File: config.mk
export PLATFORM = sky130hd
export DESIGN_NAME = fetch_pc_unit
export DESIGN_NICKNAME = d
export VERILOG_FILES = /design/src/rtl/fetch_pc_unit_pkg.sv /design/src/rtl/fetch_pc_unit_sat_counter32.sv /design/src/rtl/fetch_pc_unit.sv
export SDC_FILE = /design/constraint.sdc
export NUM_CORES = 1
export LEC_CHECK = 0
export CAP_MARGIN = 20
export CORE_MARGIN = 2
export CORE_UTILIZATION = 50
export DETAILED_ROUTE_END_ITERATION = 12
export PLACE_DENSITY = 0.87
export SKIP_LAST_GASP = 1
export SLEW_MARGIN = 20
export SYNTH_ARGS = -nofsm -noshare
export SYNTH_HDL_FRONTEND = slang
export SYNTH_SLANG_ARGS = --single-unit
File: constraint.sdc
create_clock -name clk -period 12.6 [get_ports clk]
set_clock_uncertainty 0.1 [all_clocks]
set_input_delay 2.52 -clock clk [delete_from_list [all_inputs] [get_ports clk]]
set_output_delay 2.52 -clock clk [all_outputs]
set_load 0.05 [all_outputs]
File: src/rtl/fetch_pc_unit_pkg.sv
// ---------------------------------------------------------------------------
// fetch_pc_unit_pkg
//   Shared definitions for the fetch program-counter stage: the fetch state
//   encoding, the default memory map of the text segment, and a helper that
//   decides whether a byte address is a legal instruction fetch.
//   No ports (package).
// ---------------------------------------------------------------------------
package fetch_pc_unit_pkg;

  // Fetch-unit life cycle: one boot cycle, then running until a halt or a
  // fetch fault, both of which are terminal until reset.
  typedef enum logic [1:0] {
    ST_BOOT  = 2'd0,
    ST_RUN   = 2'd1,
    ST_HALT  = 2'd2,
    ST_FAULT = 2'd3
  } fetchState_e;

  localparam logic [31:0] DEFAULT_RESET_PC   = 32'h0040_0000;
  localparam logic [31:0] DEFAULT_TEXT_BASE  = 32'h0040_0000;
  localparam logic [31:0] DEFAULT_TEXT_BYTES = 32'h0000_0404;

  // A fetch is legal when it is word aligned and lies between the text base
  // and the last full word of the segment. The comparison is plain unsigned,
  // so an address that wrapped past 2^32 lands below the base and fails.
  function automatic logic fetchAddrLegal(input logic [31:0] addr,
                                          input logic [31:0] textBase,
                                          input logic [31:0] textBytes);
    logic [31:0] lastWord;
    lastWord = textBase + textBytes - 32'd4;
    return (addr[1:0] == 2'b00) && (addr >= textBase) && (addr <= lastWord);
  endfunction

endpackage

File: src/rtl/fetch_pc_unit_sat_counter32.sv
// ---------------------------------------------------------------------------
// sat_counter32
//   32-bit up counter that sticks at all-ones instead of wrapping. A load
//   port allows presetting the value (tied off when used as a plain counter).
//   Ports:
//     clk         in   clock, rising edge
//     rst         in   asynchronous active-high reset, clears the count
//     en_i        in   count up by one this cycle
//     load_i      in   overwrite the count with load_val_i (wins over en_i)
//     load_val_i  in   32-bit preset value
//     count_o     out  current count
// ---------------------------------------------------------------------------
module sat_counter32 (
  input  logic        clk,
  input  logic        rst,
  input  logic        en_i,
  input  logic        load_i,
  input  logic [31:0] load_val_i,
  output logic [31:0] count_o
);

  logic [31:0] count_q;
  logic [31:0] count_d;

  // Next count: a load takes precedence, otherwise increment unless the
  // counter already sits at its ceiling.
  always_comb begin
    count_d = count_q;
    if (load_i) begin
      count_d = load_val_i;
    end else if (en_i && (count_q != 32'hFFFF_FFFF)) begin
      count_d = count_q + 32'd1;
    end
  end

  // Count register, cleared asynchronously.
  always_ff @(posedge clk or posedge rst) begin
    if (rst) begin
      count_q <= 32'd0;
    end else begin
      count_q <= count_d;
    end
  end

  assign count_o = count_q;

endmodule

File: src/rtl/fetch_pc_unit.sv
// ---------------------------------------------------------------------------
// fetch_pc_unit
//   Program-counter stage feeding the instruction memory. Holds the current
//   fetch address, picks the next one (sequential, branch, jump, jump
//   register), refuses illegal fetch targets by entering FAULT, and supports
//   stall and halt. Two saturating counters report RUN cycles and fetches.
//   Ports:
//     clk, rst          clock (rising edge) / async active-high reset
//     stall_i           hold currPC this cycle, redirects ignored
//     branch_taken_i    take branch, offset branch_imm_i (signed words)
//     jump_i            J/JAL redirect using jump_target_i
//     jump_reg_i        JR/JALR redirect to reg_target_i
//     halt_req_i        stop fetching, go to HALT
//     currPC_o          current fetch byte address
//     pc_plus4_o        currPC_o + 4
//     fetch_valid_o     currPC_o is a legal fetch this cycle (RUN)
//     halted_o/fault_o  unit is in HALT / FAULT
//     cycle_count_o     RUN cycles, saturating
//     fetch_count_o     advanced fetches, saturating
// ---------------------------------------------------------------------------
module fetch_pc_unit
  import fetch_pc_unit_pkg::*;
#(
  parameter logic [31:0] RESET_PC   = DEFAULT_RESET_PC,
  parameter logic [31:0] TEXT_BASE  = DEFAULT_TEXT_BASE,
  parameter logic [31:0] TEXT_BYTES = DEFAULT_TEXT_BYTES
) (
  input  logic        clk,
  input  logic        rst,
  input  logic        stall_i,
  input  logic        branch_taken_i,
  input  logic [15:0] branch_imm_i,
  input  logic        jump_i,
  input  logic [25:0] jump_target_i,
  input  logic        jump_reg_i,
  input  logic [31:0] reg_target_i,
  input  logic        halt_req_i,
  output logic [31:0] currPC_o,
  output logic [31:0] pc_plus4_o,
  output logic        fetch_valid_o,
  output logic        halted_o,
  output logic        fault_o,
  output logic [31:0] cycle_count_o,
  output logic [31:0] fetch_count_o
);

  fetchState_e state_q;
  fetchState_e state_d;
  logic [31:0] currPC_q;
  logic [31:0] currPC_d;
  logic [31:0] pcPlus4;
  logic [31:0] branchOffset;
  logic [31:0] nextPC;
  logic        nextLegal;
  logic        fetchAdvance;
  logic        cycleEn;

  assign pcPlus4      = currPC_q + 32'd4;
  assign branchOffset = {{14{branch_imm_i[15]}}, branch_imm_i, 2'b00};

  // Candidate next PC in redirect priority order; stall and halt are handled
  // in the state logic because they suppress the update altogether.
  always_comb begin
    nextPC = pcPlus4;
    if (jump_reg_i) begin
      nextPC = reg_target_i;
    end else if (jump_i) begin
      nextPC = {pcPlus4[31:28], jump_target_i, 2'b00};
    end else if (branch_taken_i) begin
      nextPC = pcPlus4 + branchOffset;
    end
  end

  assign nextLegal = fetchAddrLegal(nextPC, TEXT_BASE, TEXT_BYTES);

  // State and PC registers; reset discards whatever redirect was pending.
  always_ff @(posedge clk or posedge rst) begin
    if (rst) begin
      state_q  <= ST_BOOT;
      currPC_q <= RESET_PC;
    end else begin
      state_q  <= state_d;
      currPC_q <= currPC_d;
    end
  end

  // Next state and next PC. Only a RUN cycle that is neither halting nor
  // stalled can move the PC, and only to a legal address; an illegal target
  // leaves the PC on the last good fetch and parks the unit in FAULT.
  always_comb begin
    state_d      = state_q;
    currPC_d     = currPC_q;
    fetchAdvance = 1'b0;
    case (state_q)
      ST_BOOT: begin
        state_d = ST_RUN;
      end
      ST_RUN: begin
        if (halt_req_i) begin
          state_d = ST_HALT;
        end else if (!stall_i) begin
          if (nextLegal) begin
            currPC_d     = nextPC;
            fetchAdvance = 1'b1;
          end else begin
            state_d = ST_FAULT;
          end
        end
      end
      default: begin
        state_d = state_q;
      end
    endcase
  end

  // Status outputs decoded purely from the current state.
  always_comb begin
    fetch_valid_o = 1'b0;
    halted_o      = 1'b0;
    fault_o       = 1'b0;
    cycleEn       = 1'b0;
    case (state_q)
      ST_RUN: begin
        fetch_valid_o = 1'b1;
        cycleEn       = 1'b1;
      end
      ST_HALT:  halted_o = 1'b1;
      ST_FAULT: fault_o  = 1'b1;
      default: begin
        fetch_valid_o = 1'b0;
      end
    endcase
  end

  sat_counter32 u_cycleCounter (
    .clk        (clk),
    .rst        (rst),
    .en_i       (cycleEn),
    .load_i     (1'b0),
    .load_val_i (32'd0),
    .count_o    (cycle_count_o)
  );

  sat_counter32 u_fetchCounter (
    .clk        (clk),
    .rst        (rst),
    .en_i       (fetchAdvance),
    .load_i     (1'b0),
    .load_val_i (32'd0),
    .count_o    (fetch_count_o)
  );

  assign currPC_o   = currPC_q;
  assign pc_plus4_o = pcPlus4;

endmodule

### After elaboration in Yosys (flattened, before gate mapping)

Cells that the tools add are included.

| cells by class | value |
|---|---|
| add/sub/neg operators | 4 |
| magnitude comparators | 2 |
| eq/ne operators | 7 |
| mux-type cells | 14 |
| bitwise logic cells | 2 |
| reductions and logical operators | 9 |

Operator list:

| operator | number |
|---|---|
| $mux 32 | 3 |
| $add 32x1->32 const B | 2 |
| $ne 32x32->1 const B | 2 |
| $add 32x3->32 const B | 1 |
| $add 32x32->32 | 1 |
| $ge 32x23->1 const B | 1 |
| $le 32x23->1 const B | 1 |
| $mux 1 | 7 |
| $mux 2 | 3 |
| $ne 3x3->1 const B | 2 |
| $eq 2x2->1 const B | 2 |
| $logic_and 1x1->1 | 4 |
| $logic_not 2->1 | 2 |
| $pmux 2 s2 | 1 |
| $reduce_and 4->1 | 1 |
| $reduce_and 3->1 | 1 |
| $eq 2x1->1 const B | 1 |
| $not 1->1 | 2 |
| $reduce_bool 2->1 | 1 |

| storage, ports and cells | value |
|---|---|
| flip-flop bits (word level) | 98 |
| bits of input ports | 81 |
| output and inout port bits | 131 |
| logic and storage cells | 42 |

### Longest topological paths before layout

| depth | value |
|---|---|
| word-level depth | 13 |
| gate-level depth with buffers | 22 |
| gate-level depth less buffers | 20 |

### Hierarchy

From an unflattened synthesis, not the netlist that was laid out.

| second synthesis, totals | value |
|---|---|
| cells, all modules | 1164 |
| area total of the unflattened synthesis | 9236.4 um2 |

By module, submodules not included:

| module | instances | cells an instance | area each (um2) | sequential area each (um2) |
|---|---|---|---|---|
| fetch_pc_unit | 1 | 666 | 5009.8 | 852.1 |
| sat_counter32 | 2 | 249 | 2113.3 | 800.8 |

### Least setup slack after synthesis

OpenSTA, ideal clock, no wires.

| path | value |
|---|---|
| path kind | input to register |
| from | in branch_imm_i[0] |
| to | reg currPC_q[9], in the netlist currPC_o[9] |
| library setup time | 128 ps |
| arrival | 5656 ps |
| setup slack | 6716 ps |
| stages | 15 |
| path buffers | 2 |
| path through | ha_1 -> fa_1 -> xor2_1 -> mux2i_1 -> o221ai_1 -> or4_1 -> nor3_1 -> o2111ai_1 -> a211oi_1 -> nand3_1 -> a2111oi_4 -> buf_4 -> nand2_2 -> buf_6 -> mux2_1 |

| between the ends | value |
|---|---|
| cells in the longest elaborated chain, start to end | 8 |
| elaborated cells between the ends (all ways) | 9 |
| classes of those cells | add/sub (1); order compare (2); mux (3); reduce/logical (3) |

RTL lines:

| item | RTL line | RTL |
|---|---|---|
| start: declaration | fetch_pc_unit.sv:32 | `input logic [15:0] branch_imm_i,` |
| $add 32x32->32 * | fetch_pc_unit.sv:70 | `nextPC = pcPlus4 + branchOffset;` |
| $mux 32 * | fetch_pc_unit.sv:69 | `end else if (branch_taken_i) begin` |
| $mux 32 * | fetch_pc_unit.sv:67 | `end else if (jump_i) begin` |
| $mux 32 * | fetch_pc_unit.sv:65 | `if (jump_reg_i) begin` |
| $ge 32x23->1 | fetch_pc_unit_pkg.sv:31 | `return (addr[1:0] == 2'b00) && (addr >= textBase) && (addr <= lastWord);` |
| $logic_and 1x1->1 (2 in series) | fetch_pc_unit_pkg.sv:31 |  |
| $reduce_and 4->1 (no source line) | -- |  |
| end signal: assignment | fetch_pc_unit.sv:83 | `currPC_q <= currPC_d;` |
| end: declaration | fetch_pc_unit.sv:49 | `logic [31:0] currPC_q;` |

Every way passes the cells marked *; elsewhere a longest branch is shown, timed or not.
A chain may end at the register's enable or synchronous reset.

### Worst setup path after layout

| path | value |
|---|---|
| from | in branch_imm_i[15] |
| to | reg u_fetchCounter.count_q[25], in the netlist u_fetchCounter.count_o[25] |

| between the ends | value |
|---|---|
| cells in the longest elaborated chain, start to end | 12 |
| elaborated cells between the ends (all ways) | 13 |
| classes of those cells | add/sub (1); order compare (2); mux (7); reduce/logical (3) |

RTL lines:

| item | RTL line | RTL |
|---|---|---|
| $add 32x32->32 * | fetch_pc_unit.sv:70 |  |
| $mux 32 * | fetch_pc_unit.sv:69 |  |
| $mux 32 * | fetch_pc_unit.sv:67 |  |
| $mux 32 * | fetch_pc_unit.sv:65 |  |
| $ge 32x23->1 | fetch_pc_unit_pkg.sv:31 |  |
| $logic_and 1x1->1 | fetch_pc_unit_pkg.sv:31 |  |
| $logic_and 1x1->1 * | fetch_pc_unit_pkg.sv:31 |  |
| $mux 1 * | fetch_pc_unit.sv:102 | `if (nextLegal) begin` |
| $mux 1 * | fetch_pc_unit.sv:101 | `end else if (!stall_i) begin` |
| $mux 1 * | fetch_pc_unit.sv:99 | `if (halt_req_i) begin` |
| $mux 1 * | fetch_pc_unit.sv:94 | `case (state_q)` |
| $logic_and 1x1->1 * | fetch_pc_unit_sat_counter32.sv:31 | `end else if (en_i && (count_q != 32'hFFFF_FFFF)) begin` |
| end signal: assignment | fetch_pc_unit_sat_counter32.sv:41 | `count_q <= count_d;` |
| end: declaration | fetch_pc_unit_sat_counter32.sv:22 | `logic [31:0] count_q;` |

Marked as above.

==> impl_metrics.csv <==
group,metric,value,unit
status,outcome,"completed",
synthesis,synth_edf_count,0,
timing,setup_tns,0,ns
timing,final-hold-violation-count,0,
timing,worstMarginPinSlew,0.9118,ns
synthesis,synthAdderAreaFrac,0.05922,
clock_network,clk_path_buf_depth,2,
timing,grt_setup_unrepaired,"no",
min_path,hold_path.class,"register to register",
clock_network,cts-root-buf,"clkbuf_16",
setup_path,cp_max_fo,26,
finish,final_common_cell,"clkdlybuf4s50_1",
synthesis,yosysSeqAreaShare,0.3262,
finish,mostFrequentLayoutCells,"clkdlybuf4s50_1, dfrtp_1, nand2_1",
grt,grt_max_degree,65,
placement,dpl.hpwl,20070,um
floorplan,coreArea,14590,sq um
clock_network,clk_pin_slew,0.06,ns
finish,syn_to_final_growth,33.59,%
setup_path,worstSetupEndpointType,"register",
synthesis,synth_compound_area_frac,0.1685,
power,power.density,70.87,nW/um^2
clock_network,cts_tree,"yes",
finish,fin_util,0.6887,
floorplan,die_w,126.6,um
setup_path,crit_type,"primary input to register",
synthesis,synth_fp_nets,988,
placement,place_ws,4.705,ns
route,route.detailed.drc,0,
power,p_leak,4.213,nW
route,drtAntennaViolNets,0,
synthesis,synth_top_family_by_area,"simple AND/OR/NAND/NOR gates",
route,first_pass_iters,5,
synthesis,synth_cell_type_count,76,
route,viasPerCell,6.139,
route,wl_per_cell,21.03,um
clock_network,postCtsHoldBufs,0,
synthesis,synth_warnings,0,
finish,nNetsFinal,1179,
timing,worst_hold_slack,0.3989,ns
grt,first_global_vias,7475,
synthesis,avgSynthCellArea,8.625,sq um
grt,top_usage_layer,"met2",
grt,grt_overflow_total,0,
clock_network,cts_buffers,9,
grt,grtUsageMet3,0.06284,
clock_network,postCtsSetupBuffers,0,
timing,fin_crit,7.693,ns
route,dr_total_vias,7686,
synthesis,synth-simple-area-share,0.2647,
setup_path,critPathRequiredTime,12.76,ns
setup_path,arrival,7.85,ns
flow_run,drv_cap,0,
floorplan,start_util,0.5155,
synthesis,synth_area,7521,sq um
floorplan,num_rows,44,
grt,grt_antenna_before_repair,1,
grt,track_usage,0.3200,
synthesis,synth_ff_type,"dfrtp_1",
power,total_power,0.0007120,W
clock_network,ctsHtreeMaxLevel,3,
floorplan,die_area,16040,sq um
power,peakVddDrop,0.1019,mV
placement,routabilityCongestion,1.020,
placement,portBuffers,211,
grt,grt_pass1_wl,41010,um
timing,setup_viol,0,
floorplan,top_level_ports,212,
synthesis,synth-xor-area-share,0.1211,
timing,drv_slew,0,
grt,grtUsageMet2,0.5411,
synthesis,synthMuxAreaShare,0.02429,
route,drt_iter0_markers,592,
timing,fin_ws,4.907,ns
synthesis,syn-instance-count,872,
clock_network,post_cts_resized,0,
clock_network,clk_latency,0.34,ns
timing,max-slew-margin-rel,0.3921,
finish,drive_gt1_frac,0.04494,
floorplan,die_y,126.6,um
synthesis,synthArstFlopShare,1.000,
finish,diodes,0,
timing,min_period_over_period,0.6105,
clock_network,clock_sinks,98,
synthesis,yosys_register_bits,98,
timing,fmax,0.1300,GHz
grt,met1_usage,0.4201,
route,finalWirelength,26330,um
setup_path,worst_setup_path_start_kind,"primary input",
-- synth_stat cells (5+ instances only) --
| master | count | area [sq um] |
|---|---|---|
| a211o_1 | 6 | 52.55 |
| a211oi_1 | 5 | 37.54 |
| a21o_1 | 7 | 52.55 |
| a21oi_1 | 54 | 270.3 |
| a221oi_1 | 5 | 43.79 |
| and2_1 | 26 | 162.7 |
| and3_1 | 15 | 93.84 |
| and4_1 | 7 | 61.31 |
| buf_4 | 5 | 37.54 |
| clkbuf_1 | 28 | 105.1 |
| dfrtp_1 | 97 | 2427 |
| ha_1 | 34 | 425.4 |
| inv_1 | 26 | 97.59 |
| mux2_1 | 9 | 101.4 |
| mux2i_1 | 7 | 70.07 |
| nand2_1 | 74 | 277.8 |
| nand2b_1 | 14 | 87.58 |
| nand3_1 | 49 | 245.2 |
| nand4_1 | 34 | 212.7 |
| nor2_1 | 59 | 221.5 |
| nor2b_1 | 6 | 37.54 |
| nor3_1 | 25 | 125.1 |
| nor3_2 | 12 | 120.1 |
| nor4_1 | 14 | 87.58 |
| o211ai_1 | 10 | 75.07 |
| o21a_1 | 12 | 90.09 |
| o21ai_0 | 28 | 140.1 |
| o21ai_1 | 10 | 50.05 |
| or3_1 | 9 | 56.30 |
| xnor2_1 | 65 | 569.3 |
| xor2_1 | 39 | 341.6 |
-- routing by layer --
| metal | part of all wire | wire length, um | up-vias |
|---|---|---|---|
| met3 | 0.079 | 2079 | 37 |
| met2 | 0.47 | 12400 | 336 |
| li1 | - | - | 3567 |
| met4 | 0.022 | 575 | 0 |
| met1 | 0.43 | 11280 | 3746 |
| met5 | 0 | 0 | - |
-- cells by family (layout without fill, tap and decap cells) --
family | after synthesis | count (layout)
compound gates | 187 | 187
xor+xnor | 104 | 104
fa+ha+maj | 35 | 35
buf+inv | 64 | 260
flops | 98 | 98
mux | 17 | 17
simple gates | 367 | 367
-- worst paths after layout --
path	startpoint	end	slack, ns	depth (start not counted)
worst max register to register	currPC_o[2]$_DFFE_PP0P_	u_fetchCounter.count_o[25]$_DFFE_PP0P_	5.88	18
worst max-delay path	branch_imm_i[15]	u_fetchCounter.count_o[25]$_DFFE_PP0P_	4.91	13
worst min register to register	u_cycleCounter.count_o[5]$_DFFE_PP0P_	u_cycleCounter.count_o[5]$_DFFE_PP0P_	0.40	1
max in group asynchronous	rst	u_fetchCounter.count_o[11]$_DFFE_PP0P_	8.84	3
worst min-delay path	u_cycleCounter.count_o[5]$_DFFE_PP0P_	u_cycleCounter.count_o[5]$_DFFE_PP0P_	0.40	1
min in group asynchronous	rst	u_cycleCounter.count_o[17]$_DFFE_PP0P_	2.43	2
-- layout make-up --
class / count / area (sq um)
inverters: 27 / 103.9
flip-flops and latches: 98 / 2454
clock buffers: 11 / 252.7
repair buffers: 217 / 2157
fillers: 1156 / 4542
multi-input cells: 710 / 4797
well taps: 184 / 230.2
clock inverters: 5 / 52.55
-- flip-flops by register name (all words and copies together) (netlist names) --
signal	flops
state_q	2
u_cycleCounter.count_o	32
currPC_o	32
u_fetchCounter.count_o	32
-- critical path: stages --
cell and delay [ns]:
clkdlybuf4s50_1 0.87, ha_1 0.70, nand2_1 0.18, or3_1 0.45, o211ai_1 0.28, mux2i_1 0.38, nand4_1 0.15, a2111oi_2 0.28
nand3_1 0.19, a2111oi_4 0.59, nand2_2 0.57, nor4_1 0.49, xor2_1 0.19
-- power by group --
part / total, W / switching [W] / internal (W) / leakage, nW
Clock: 0.000278 / 0.000114 / 0.000164 / 0.151
Sequential: 0.000318 / 0.00000198 / 0.000316 / 1.30
Combinational: 0.000116 / 0.0000664 / 0.0000499 / 2.76
Total: 0.000712 / 0.000182 / 0.000530 / 4.21
-- per-stage QoR --
stage,cells,cell area [sq um]
floorplan,872,7521
global placement,1236,9742
detailed placement,1236,9742
CTS,1252,10050
global route,1252,10050
finish,1252,10050
No activity file was read; power rests on OpenSTA's default activity.
==> edit (config.mk and constraints unchanged) <==
Make the reset (`rst`) synchronous in 2 clocked blocks. Comments in the files are not updated.
--- a/src/rtl/fetch_pc_unit_sat_counter32.sv
+++ b/src/rtl/fetch_pc_unit_sat_counter32.sv
@@ -34,7 +34,7 @@
   end
 
   // Count register, cleared asynchronously.
-  always_ff @(posedge clk or posedge rst) begin
+  always_ff @(posedge clk) begin
     if (rst) begin
       count_q <= 32'd0;
     end else begin
--- a/src/rtl/fetch_pc_unit.sv
+++ b/src/rtl/fetch_pc_unit.sv
@@ -74,7 +74,7 @@
   assign nextLegal = fetchAddrLegal(nextPC, TEXT_BASE, TEXT_BYTES);
 
   // State and PC registers; reset discards whatever redirect was pending.
-  always_ff @(posedge clk or posedge rst) begin
+  always_ff @(posedge clk) begin
     if (rst) begin
       state_q  <= ST_BOOT;
       currPC_q <= RESET_PC;
Check against the original RTL: differs if rst is asserted again (counterexample within 4 cycles, from zero or initial values and one cycle with rst high); with rst held inactive, the same outputs for 4 cycles.
==> edit against the unedited design <==
  * Critical endpoint is now u_fetchCounter.count_o[12]
  * Global-route usage decreased by 2.7 points
  * Area after synthesis decreased by 1.7%
  * Critical path type unchanged
  * Routed wire length decreased by 7.0%
  * Worst setup slack got worse by 0.12 ns
  * Power decreased by 1.4%
  * Sequential cell count unchanged
  * Final area decreased by 2.3%
==> edit: results (changes against the unedited design) <==
pre-CTS setup slack: 4.63 ns (-0.0779 ns)
clk_lat worst skew: 0.34 ns (about the same)
Mapped Nets: 1072 (+8.5%)
f_max: 0.128 GHz (-1.5%)
hold_sp: u_fetchCounter.count_o[18]
Reg clk slew, reported paths: 0.07 ns
Worst Setup Start Kind: input pin
first-pass GRT wire length: 38.2 mm (-6.8%)
hold crit path type: reg2reg
largest net degree at the start of global routing: 80 (+23%)
most used flip-flop cell after synthesis: dfxtp_1
Seq/Total Area, Yosys: 26.5% (-6.1 points)
PortBufs: 211 (unchanged)
Final GP Congestion: 1.12 (+9.6%)
peak supply drop: 0.0751 mV (-26%)
critical path arrival: 7.97 ns (+0.12 ns)
most frequent cells after synthesis: 98 x dfxtp_1, 96 x nor2_1, 75 x nand2_1, 62 x a21oi_1
H-Tree Depth: 3 (unchanged)
post-detail-place hpwl: 18.8 mm (-6.4%)
Placed Area: 9520 um^2 (-2.3%)
Layout fillers: 1229 (+6.3%)
CTS max path bufs: 2 (unchanged)
gr usage total: 29.3% (-2.7 points)
vias per cell: 6.15 (+0.26%)
CTS Buf Count: 9 (unchanged)
RR Startpoint: currPC_o[2]
post-DR wirelength/cell: 18.6 um (-12%)
root buffer selected by CTS: clkbuf_16
status: completed
TritonRoute pass-1 iters: 6 (+1)
asr flop ratio synth: 0% (-100 points)
CTS resizes: 0 (unchanged)
Layout Nets: 1246 (+5.7%)
Ant. Diodes: 0 (unchanged)
YS warnings: 0 (unchanged)
Worst Max-Slew Pin Slew: 1.03 ns (+0.114 ns)
layout cells sized above 1: 3.62% (-0.88 points)
initial antenna violation count: 0 (-1)
Worst Setup SP: jump_reg_i
Leak: 3.68 nW (-13%)
Yosys cell types: 77 (+1.3%)
register-to-register setup slack: 5.82 ns (-0.06 ns)
Area contributors post-synth: dfxtp_1 27%, ha_1 5.8%, xor2_1 5.3%
setup bufs post-CTS: 0 (unchanged)
DRT iter0 DRCs: 817 (+38%)
vias in the first global route: 7504 (+0.39%)
worst-path fanout max: 45 (+73%)
[edit: changes by cell type after synthesis, sizes merged, moves of 14 or more]
cell / before / now
a31oi: 3 / 17
dfrtp: 97 / 0
xnor2: 65 / 27
or3: 9 / 23
nor2: 59 / 96
dfxtp: 0 / 98
and3: 15 / 35
[edit: where the power goes]
| part | internal [mW] | leakage, nW | switching [mW] |
|---|---|---|---|
| combinational | 0.0474 | 2.74 | 0.0603 |
| clock | 0.173 | 0.147 | 0.109 |
| sequential | 0.311 | 0.790 | 0.00128 |
| total | 0.531 | 3.68 | 0.170 |
[edit: cell families after synthesis]
group	synth area share [%]
buf+inv	4.01
mux	2.91
xor+xnor	8.53
flops	26.5
fa+ha+maj	6.03
compound gates	21.1
simple gates	30.9
[edit: critical path: stages]
cell and delay, ns:
clkdlybuf4s50_1 1.10, inv_1 0.68, nor4_1 0.48, nand4_1 0.19, a22o_1 0.25, a211o_1 0.22
nor4_1 0.29, nand4_1 0.21, nor4_4 0.81, nand3_4 0.50, or4_1 0.54, a21oi_1 0.16
[edit: through the flow]
stage	hold slack, ns	cells
5_1_grt	0.427	1318
3_5_place_dp	0.383	1303
2_1_floorplan	0.362	956
3_3_place_gp	0.376	1303
6_report	0.387	1318
4_1_cts	0.392	1318
[edit: final timing paths]
kind | end | cells past startpoint
max | u_fetchCounter.count_o[12] | 12
min | u_fetchCounter.count_o[18] | 2
max reg2reg | u_fetchCounter.count_o[12] | 16
min reg2reg | u_fetchCounter.count_o[18] | 2
[edit: layout make-up]
cell class | instances | area, um^2 | area share (%)
clock inverters | 3 | 65.1 | 0.663
flip-flops and latches | 98 | 1960 | 20.0
multi-input cells | 788 | 5130 | 52.3
well taps | 184 | 230 | 2.34
clock buffers | 12 | 236 | 2.41
repair buffers | 212 | 2110 | 21.5
inverters | 21 | 78.8 | 0.803
[edit: metal layers]
metal  GRT usage (%)  part of all wire [%]  vias up
li1                -                     -     3892
met1            36.6                    41     3769
met2            49.8                    47      405
met3            6.42                   9.7       46
met4            10.2                   2.8        0
met5               0                     0        -
